<file path="config.mk">
export PLATFORM = sky130hd
export DESIGN_NAME = multi_accept_merge_arb_flat
export DESIGN_NICKNAME = d
export VERILOG_FILES = /design/src/rtl/multi_accept_merge_arb_if.sv /design/src/rtl/multi_accept_merge_arb.sv /design/src/flat_wrapper.sv
export SDC_FILE = /design/constraint.sdc
export NUM_CORES = 1
export LEC_CHECK = 0
export ABC_AREA = 0
export CAP_MARGIN = 15
export CELL_PAD_IN_SITES_DETAIL_PLACEMENT = 1
export CELL_PAD_IN_SITES_GLOBAL_PLACEMENT = 1
export CORE_UTILIZATION = 18
export CTS_BUF_LIST = sky130_fd_sc_hd__clkbuf_8
export CTS_CLUSTER_SIZE = 16
export DETAILED_ROUTE_END_ITERATION = 16
export GPL_TIMING_DRIVEN = 0
export HOLD_SLACK_MARGIN = 0.06
export PLACE_DENSITY_LB_ADDON = 0.12
export SYNTH_ARGS = -nofsm -noshare
export SYNTH_HDL_FRONTEND = slang
export SYNTH_SLANG_ARGS = --single-unit
export TNS_END_PERCENT = 50
</file>
<file path="constraint.sdc">
create_clock -name clk_i -period 3.95 [get_ports clk_i]
set_clock_uncertainty 0.05 [all_clocks]
set_input_delay 1.185 -clock clk_i [delete_from_list [all_inputs] [get_ports clk_i]]
set_output_delay 1.185 -clock clk_i [all_outputs]
set_load 0.005 [all_outputs]
</file>
<file path="src/rtl/multi_accept_merge_arb_if.sv">
// Handshake bundle for multi_accept_merge_arb: N request channels merged
// onto one output channel. "slave" is the arbiter side, "master" the
// requester/consumer side.
interface multi_accept_merge_arb_if #(
  parameter int unsigned NumInp    = 4,
  parameter int unsigned DataWidth = 32
);
  localparam int unsigned IdxWidth = (NumInp > 1) ? $clog2(NumInp) : 1;

  logic [NumInp*DataWidth-1:0] inp_data_i;
  logic [NumInp-1:0]           inp_valid_i;
  logic [NumInp-1:0]           inp_ready_o;
  logic [DataWidth-1:0]        oup_data_o;
  logic                        oup_valid_o;
  logic                        oup_ready_i;
  logic [IdxWidth-1:0]         oup_idx_o;
  logic [NumInp-1:0]           oup_mask_o;

  modport slave (
    input  inp_data_i, inp_valid_i, oup_ready_i,
    output inp_ready_o, oup_data_o, oup_valid_o, oup_idx_o, oup_mask_o
  );

  modport master (
    output inp_data_i, inp_valid_i, oup_ready_i,
    input  inp_ready_o, oup_data_o, oup_valid_o, oup_idx_o, oup_mask_o
  );
endinterface

</file>
<file path="src/rtl/multi_accept_merge_arb.sv">
// Round-robin N:1 arbiter for the I-cache refill path. One winner per output
// transaction; with MULTI_ACCEPT_ARB_MERGE_EN defined, every other valid input
// whose compare field [CmpMsb:CmpLsb] equals the winner's is accepted in the
// same handshake. Without the macro exactly one input is accepted.
// A stalled output locks the winner until it is taken; flush_i clears the
// lock and the round-robin pointer.
module multi_accept_merge_arb #(
  parameter int unsigned NumInp    = 4,
  parameter int unsigned DataWidth = 32,
  parameter int unsigned CmpLsb    = 0,
  parameter int unsigned CmpMsb    = 31
) (
  input  logic                    clk_i,
  input  logic                    rst_ni,
  input  logic                    flush_i,
  multi_accept_merge_arb_if.slave io
);

  localparam int unsigned    IdxW    = (NumInp > 1) ? $clog2(NumInp) : 1;
  localparam logic [IdxW-1:0] LastIdx = IdxW'(NumInp - 1);
  localparam bit             CfgOk   = (NumInp >= 1) && (CmpLsb <= CmpMsb) &&
                                       (CmpMsb < DataWidth);

  if (!CfgOk) begin : g_bad_cfg
    $error("multi_accept_merge_arb: illegal NumInp/CmpLsb/CmpMsb/DataWidth");
  end

  logic [IdxW-1:0]      r_rr;
  logic [IdxW-1:0]      r_idx;
  logic                 r_lock;

  logic [DataWidth-1:0] w_inp_data [NumInp];
  logic                 w_valid;
  logic                 w_hs;
  logic [IdxW-1:0]      w_win;
  logic [IdxW-1:0]      w_hi_sel;
  logic [IdxW-1:0]      w_lo_sel;
  logic                 w_hi_found;
  logic                 w_lo_found;
  logic [NumInp-1:0]    w_match;
  logic [NumInp-1:0]    w_mask;

  // Split the flat payload bus into one word per requester.
  always_comb begin
    for (int unsigned i = 0; i < NumInp; i++) begin
      w_inp_data[i] = io.inp_data_i[i*DataWidth +: DataWidth];
    end
  end

  // Winner select. The wrap-around scan from r_rr is done as two priority
  // searches: first valid at or above r_rr, else first valid overall.
  always_comb begin
    w_hi_found = 1'b0;
    w_lo_found = 1'b0;
    w_hi_sel   = '0;
    w_lo_sel   = '0;
    for (int unsigned i = 0; i < NumInp; i++) begin
      if (io.inp_valid_i[i] && !w_lo_found) begin
        w_lo_found = 1'b1;
        w_lo_sel   = IdxW'(i);
      end
      if (io.inp_valid_i[i] && (IdxW'(i) >= r_rr) && !w_hi_found) begin
        w_hi_found = 1'b1;
        w_hi_sel   = IdxW'(i);
      end
    end
    if (r_lock) begin
      w_win = r_idx;
    end else if (w_hi_found) begin
      w_win = w_hi_sel;
    end else if (w_lo_found) begin
      w_win = w_lo_sel;
    end else begin
      w_win = r_rr;
    end
  end

  // Accept mask: inputs taken together with the winner on a handshake.
  always_comb begin
    w_match = '0;
    for (int unsigned i = 0; i < NumInp; i++) begin
`ifdef MULTI_ACCEPT_ARB_MERGE_EN
      w_match[i] = io.inp_valid_i[i] &&
                   (w_inp_data[i][CmpMsb:CmpLsb] == w_inp_data[w_win][CmpMsb:CmpLsb]);
`else
      w_match[i] = (IdxW'(i) == w_win);
`endif
    end
    w_mask = w_valid ? w_match : '0;
  end

  assign w_valid        = |io.inp_valid_i;
  assign w_hs           = w_valid & io.oup_ready_i;
  assign io.oup_valid_o = w_valid;
  assign io.oup_data_o  = w_inp_data[w_win];
  assign io.oup_idx_o   = w_win;
  assign io.oup_mask_o  = w_mask;
  assign io.inp_ready_o = w_hs ? w_mask : '0;

  // Lock, locked index and round-robin pointer; flush beats a handshake.
  always_ff @(posedge clk_i or negedge rst_ni) begin
    if (!rst_ni) begin
      r_rr   <= '0;
      r_lock <= 1'b0;
      r_idx  <= '0;
    end else begin
      if (w_valid) begin
        r_idx <= w_win;
      end
      if (flush_i) begin
        r_lock <= 1'b0;
        r_rr   <= '0;
      end else begin
        r_lock <= w_valid & ~io.oup_ready_i;
        if (w_hs) begin
          r_rr <= (w_win == LastIdx) ? '0 : w_win + 1'b1;
        end
      end
    end
  end

`ifndef SYNTHESIS
  logic [NumInp-1:0]           r_hold;
  logic [NumInp*DataWidth-1:0] r_hold_data;

  // Track requesters left waiting so their valid/payload stability can be checked.
  always_ff @(posedge clk_i or negedge rst_ni) begin
    if (!rst_ni) begin
      r_hold      <= '0;
      r_hold_data <= '0;
    end else begin
      r_hold      <= io.inp_valid_i & ~io.inp_ready_o;
      r_hold_data <= io.inp_data_i;
    end
  end

  for (genvar g = 0; g < NumInp; g++) begin : g_hold_chk
    a_hold_stable: assert property (@(posedge clk_i) disable iff (!rst_ni)
      r_hold[g] |-> (io.inp_valid_i[g] &&
                     (io.inp_data_i[g*DataWidth +: DataWidth] ==
                      r_hold_data[g*DataWidth +: DataWidth])));
  end
`endif

endmodule

</file>
<file path="src/flat_wrapper.sv">
// flat-port wrapper written by rule: the top's interface ports become plain ports
module multi_accept_merge_arb_flat 
#(
  parameter int unsigned NumInp    = 4,
  parameter int unsigned DataWidth = 32,
  parameter int unsigned CmpLsb    = 0,
  parameter int unsigned CmpMsb    = 31
)
  (clk_i, rst_ni, flush_i, io_inp_data_i, io_inp_valid_i, io_oup_ready_i, io_inp_ready_o, io_oup_data_o, io_oup_valid_o, io_oup_idx_o, io_oup_mask_o);
  multi_accept_merge_arb_if #(.NumInp(NumInp), .DataWidth(DataWidth)) io_i ();
  input  logic clk_i;
  input  logic rst_ni;
  input  logic flush_i;
  input wire logic [$bits(io_i.inp_data_i)-1:0] io_inp_data_i;
  input wire logic [$bits(io_i.inp_valid_i)-1:0] io_inp_valid_i;
  input wire logic [$bits(io_i.oup_ready_i)-1:0] io_oup_ready_i;
  output wire logic [$bits(io_i.inp_ready_o)-1:0] io_inp_ready_o;
  output wire logic [$bits(io_i.oup_data_o)-1:0] io_oup_data_o;
  output wire logic [$bits(io_i.oup_valid_o)-1:0] io_oup_valid_o;
  output wire logic [$bits(io_i.oup_idx_o)-1:0] io_oup_idx_o;
  output wire logic [$bits(io_i.oup_mask_o)-1:0] io_oup_mask_o;
  assign io_i.inp_data_i = io_inp_data_i;
  assign io_i.inp_valid_i = io_inp_valid_i;
  assign io_i.oup_ready_i = io_oup_ready_i;
  assign io_inp_ready_o = io_i.inp_ready_o;
  assign io_oup_data_o = io_i.oup_data_o;
  assign io_oup_valid_o = io_i.oup_valid_o;
  assign io_oup_idx_o = io_i.oup_idx_o;
  assign io_oup_mask_o = io_i.oup_mask_o;
  multi_accept_merge_arb #(.NumInp(NumInp), .DataWidth(DataWidth), .CmpLsb(CmpLsb), .CmpMsb(CmpMsb)) u_core (.clk_i(clk_i), .rst_ni(rst_ni), .flush_i(flush_i), .io(io_i));
endmodule
</file>
---- Yosys cells after proc, flatten, opt, wreduce, memory -nomap -nowiden ----
Cells that the tools add are included.
cells by class
  bitwise gates (word level) .............. 4
  equality and inequality tests ........... 4
  mux-type cells .......................... 26
  shifts and indexed selects .............. 0
  multipliers ............................. 0
  add/sub/neg operators ................... 1
  $lt $le $gt $ge ......................... 5
  div/mod/pow operators ................... 0
  reductions and logical operators ........ 19
operators with widths
  operator                                             number
  binary-select mux 32 bit (select 2 bit)              1
  two-way mux 32 bit                                   2
  two-way mux 2 bit                                    10
  two-way mux 1 bit                                    11
  logical AND 1 bit                                    10
  two-way mux 4 bit                                    2
  zero test 1 bit                                      6
  == test 2 bit (first input constant)                 2
  >= comparator 1 x 2 -> 1 bit (first input constant)  2
  >= comparator 2 bit (first input constant)           2
  OR reduction 4 bit                                   1
  >= comparator 3 bit (second input constant)          1
  NOT 2 -> 3 bit                                       1
  adder 2 x 1 -> 2 bit (second input constant)         1
  AND 1 bit                                            2
  == test 1 x 2 -> 1 bit (first input constant)        1
  == test 2 bit (second input constant)                1
  zero test 2 bit                                      1
  nonzero test 2 bit                                   1
  NOT 1 bit                                            1
word-level totals
  latch bits .............................. 0
  bits in writable memories ............... 0
  bits in registers ....................... 5
  bits of input ports ..................... 136
  bits in read-only memories .............. 0
  word-level logic and storage cells ...... 62
  memories kept ........................... 0
  output and inout bits ................... 43

---- Depth between registers and ports, before layout ----
  depth in word-level cells ............... 18
  mapped depth ............................ 10
  gate-level depth less buffers ........... 8

---- Least setup slack after synthesis ----
No wires, ideal clock.
  path type ............................... input to output
  start point ............................. input port io_inp_valid_i[2]
  end point ............................... output port io_inp_ready_o[1]
  slack ................................... 0.284 ns
  cell stages on the path ................. 8
  arrival ................................. 2.431 ns
  required time ........................... 2.715 ns
  buffers on the path ..................... 2
  path through ............................ nand2b_1 a2111oi_2 a221oi_2 buf_6 buf_6 inv_1 ha_1 and3_1
on the way
  cells in the longest elaborated chain, start to end .. 11
  elaborated cells on any way between the ends .. 23
  those cells by class .................... eq/ne: 1; mux: 13; bitwise: 1; reduce/logical: 8
ends and longest elaborated chain
  item                                                    RTL line                                                    text
  start: declaration                                      flat_wrapper.sv:15                                          input wire logic [$bits(io_i.inp_valid_i)-1:0] io_inp_valid_i;
  logical AND 1 bit, on equally long branches             multi_accept_merge_arb.sv:58, multi_accept_merge_arb.sv:62
  two-way mux 1 bit or logical AND 1 bit (tied branches)  multi_accept_merge_arb.sv:58, multi_accept_merge_arb.sv:62
  zero test 1 bit or two-way mux 1 bit (tied branches)    multi_accept_merge_arb.sv:58, multi_accept_merge_arb.sv:62
  logical AND 1 bit or zero test 1 bit (tied branches)    multi_accept_merge_arb.sv:58, multi_accept_merge_arb.sv:62
  two-way mux 2 bit, or another cell as far along         multi_accept_merge_arb.sv:58                                if (io.inp_valid_i[i] && !w_lo_found) begin
  two-way mux 2 bit, or another cell as far along         multi_accept_merge_arb.sv:71                                end else if (w_lo_found) begin
  two-way mux 2 bit                                       multi_accept_merge_arb.sv:69                                end else if (w_hi_found) begin
  two-way mux 2 bit                                       multi_accept_merge_arb.sv:67                                if (r_lock) begin
  == test 1 x 2 -> 1 bit                                  multi_accept_merge_arb.sv:86                                w_match[i] = (IdxW'(i) == w_win);
  two-way mux 4 bit                                       multi_accept_merge_arb.sv:89                                w_mask = w_valid ? w_match : '0;
  two-way mux 4 bit *                                     multi_accept_merge_arb.sv:98                                assign io.inp_ready_o = w_hs ? w_mask : '0;
  end: declaration                                        flat_wrapper.sv:17                                          output wire logic [$bits(io_i.inp_ready_o)-1:0] io_inp_ready_o;
Mark *: on every way between the ends. The rest lies on a longest branch, timed or not.

---- Final worst setup path ----
  start point ............................. input port io_inp_valid_i[1]
  end point ............................... output port io_oup_data_o[6]
on the way
  cells in the longest elaborated chain, start to end .. 15
  elaborated cells on any way between the ends .. 30
  those cells by class .................... mux: 18; bitwise: 1; reduce/logical: 11
ends and longest elaborated chain
  item                                                     RTL line                                                    text
  logical AND 1 bit, on equally long branches              multi_accept_merge_arb.sv:58, multi_accept_merge_arb.sv:62
  two-way mux 1 bit or logical AND 1 bit (tied branches)   multi_accept_merge_arb.sv:58, multi_accept_merge_arb.sv:62
  zero test 1 bit or two-way mux 1 bit (tied branches)     multi_accept_merge_arb.sv:58, multi_accept_merge_arb.sv:62
  logical AND 1 bit or zero test 1 bit (tied branches)     multi_accept_merge_arb.sv:58, multi_accept_merge_arb.sv:62
  two-way mux 1 bit or logical AND 1 bit (tied branches)   multi_accept_merge_arb.sv:58, multi_accept_merge_arb.sv:62
  zero test 1 bit or two-way mux 1 bit (tied branches)     multi_accept_merge_arb.sv:58, multi_accept_merge_arb.sv:62
  logical AND 1 bit or zero test 1 bit (tied branches)     multi_accept_merge_arb.sv:58, multi_accept_merge_arb.sv:62
  two-way mux 2 bit, or another cell as far along          multi_accept_merge_arb.sv:58
  two-way mux 2 bit, or another cell as far along          multi_accept_merge_arb.sv:71
  two-way mux 2 bit *                                      multi_accept_merge_arb.sv:69
  two-way mux 2 bit *                                      multi_accept_merge_arb.sv:67
  NOT 2 -> 3 bit (not written as such) *                   multi_accept_merge_arb.sv:95                                assign io.oup_data_o = w_inp_data[w_win];
  binary-select mux 32 bit (select 2 bit) *                multi_accept_merge_arb.sv:95
  two-way mux 32 bit (not written as such) * (2 in a row)  multi_accept_merge_arb.sv:95
  end: declaration                                         flat_wrapper.sv:18                                          output wire logic [$bits(io_i.oup_data_o)-1:0] io_oup_data_o;
Mark *: on every way between the ends. The rest lies on a longest branch, timed or not. The select of a mux whose other input is x is not followed.

==> reports/results.ini <==
[cts]
clock-root-buffer = clkbuf_8
cts_tree = done
clock_path_buffers = 2
numCtsBuffers = 3
clock_latency_ns = 0.23
clkTransAtPathRegs_ns = 0.04
htreeDepth = 1
cts_sinks = 5

[detailed_routing]
drcViolationCount = 0
num_vias = 1985
drt_wl_total_um = 7180
first_pass_iters = 3
wire_per_inst_um = 15.8
drtIter0Drc = 11
viasPerCell = 4.37
ant_nets = 0

[global_route]
antenna_found_initial = 0
grt_pass1_wl_um = 10700
grt_pass1_vias = 2172
grt_max_degree = 11
overflow = 0
track_usage_pct = 15.5

[status]
status = finished, violations left
violations = negative setup slack

[worst_setup_path]
cp_data_arrival_time_ns = 2.76
cp_cell_sequence = buf_8 > nor2b_4 > a2111oi_4 > a221oi_2 > buf_6 > buf_8 > clkbuf_16 > mux2i_1 > mux2i_1 > buf_2
crit_type = in2out
required_ns = 2.71
critPathMaxStageDelay_ns = 0.37
worst_setup_path_end_kind = output pin
startpoint_type = input pin
cpMaxStageDelayCell = a2111oi_4
critical_path.top_delay_family = buffers and inverters
critical_path.max_fanout = 7
worst-path-buf-inv = 5

[final_layout]
multiInputGateArea_um2 = 1310
antenna_cells = 0
seq_area_um2 = 125
drive_gt1_share_pct = 24.9
fillers = 927
area_growth_pct = 134
layout_common_cells = 133 x clkdlybuf4s50_1, 94 x mux2i_1, 32 x buf_2
final_common_cell = clkdlybuf4s50_1
final_nets = 487

[floorplanning]
chipWidth_um = 94.4
dieHeight_um = 94.4
initial_core_util_pct = 18.7
ios = 179
core-area_um2 = 8220
rows = 33
die_area_um2 = 8900

[sta]
tns_ns = -0.476
fmax_ghz = 0.250
hold_viol = 0
holdWs_ns = 0.443
finalSetupViolCount = 21
worstMarginPinSlew_ns = 0.500
finalWorstSetupSlack_ns = -0.0480
period_needed_ns = 4.00
maxSlewHeadroom_pct = 66.4
grt_setup_unrepaired = true
slew_violations = 0
finalCritPeriodShare_pct = 101

[synthesis]
synth_flop_cell = dfrtp_1
syn_area_per_cell_um2 = 9.90
yosysWarnings = 0
synth-edff-count = 0
postSynthCellCount = 155
async_flop_share_pct = 100
synth-seq-cells = 5
syn_nets = 292
synth.distinct_cells = 31
netlist_area_um2 = 1540
yosysSeqAreaShare_pct = 8.15

[place]
io_buffer_count = 178
dp_hpwl_um = 5940
place.gp.congestion = 0.772

[power_and_ir_drop]
vdd_drop_max_mv = 0.0766
power_density_nw_per_um2 = 236
finalPower_uw = 847
p_leak_uw = 0.00176

[job]
maxCapViolations = 0

[min_path]
hold_path.class = reg2reg

-- stage by stage --
stage / setup WS [ns] / std cells / utilization, % / instance area (µm²)
finish: -0.0480 / 454 / 43.7 / 3590
floorplan: 0.284 / 155 / - / 1540
detailed placement: -0.889 / 438 / 42.0 / 3450
global placement: -0.807 / 438 / 42.0 / 3450
global route: -0.129 / 454 / 43.7 / 3590
CTS: -0.0481 / 451 / 43.1 / 3540
-- report_power, final --
group          internal [µW]  total (µW)  switching [µW]
logic                    426         683             257
clock network           67.0        96.2            29.2
registers               57.8        68.5            10.7
-- state kept, by name, indices dropped and copies added, names as in the netlist --
signal	flops
u_core.r_idx	2
u_core.r_lock	1
u_core.r_rr	2
-- tightest hold or removal path, stage by stage (launching register included) --
cell and delay [ns]:
dfrtp_1 0.33, nand2_1 0.05, o21ai_0 0.06
-- routing by layer --
metal / vias to the layer above / share of wire [%] / global-route usage (%)
li1: 971 / - / -
met1: 913 / 35 / 16.4
met2: 91 / 55 / 29.5
met3: 10 / 8.6 / 5.07
met4: 0 / 1.5 / 3.59
met5: - / 0 / 0
-- final cells by class --
cell class,instances,area share (%)
timing repair buffer,191,49.7
multi-input combinational,135,36.5
buffer,10,4.77
tap,105,3.65
sequential,5,3.48
clock buffer,3,1.15
inverter,4,0.557
clock inverter,1,0.104
-- cell families after synthesis --
kind of cell	share of synthesized area, %
buffers and inverters	12.0
AO/OA/AOI/OAI	5.13
multiplexers	62.6
AND/OR/NAND/NOR	11.3
adder cells (fa/ha/maj)	0.815
flip-flops	8.15
-- cells in the mapped netlist (2+ instances only) --
cell type  count  share of area, %
buf_12         4               5.2
nor2_1         4              0.98
a21oi_1        3              0.98
mux2i_1       96                63
dfrtp_1        5               8.1
o21ai_0        2              0.65
nand2_1        3              0.73
nand2b_1       3               1.2
buf_6          5               3.7
buf_8          2               2.0
inv_1          2              0.49
nor3_2         2               1.3
nor3_1         5               1.6
nor2b_1        2              0.81
-- final timing paths --
path,startpoint,to,slack [ns],depth (start not counted)
setup reg to reg,u_core.r_rr[0]$_DFFE_PN0P_,u_core.r_rr[1]$_DFFE_PN0P_,1.87,10
setup / recovery,io_inp_valid_i[1],io_oup_data_o[6],-0.05,10
max in group asynchronous,rst_ni,u_core.r_idx[1]$_DFFE_PN0N_,2.52,1
hold / removal,u_core.r_idx[1]$_DFFE_PN0N_,u_core.r_idx[1]$_DFFE_PN0N_,0.44,2
min in group asynchronous,rst_ni,u_core.r_rr[0]$_DFFE_PN0P_,1.13,1
hold reg to reg,u_core.r_idx[1]$_DFFE_PN0N_,u_core.r_idx[1]$_DFFE_PN0N_,0.44,2
-- timing repair --
action | CTS | global route
endpoints found under the setup margin | 43 | 41
pin swaps | 4 | 1
buffers inserted | 9 | 0
gates cloned | 1 | 3
resized for setup | 183 | 13
hold buffers | 0 | 0
No activity file was read; power rests on OpenSTA's default activity.
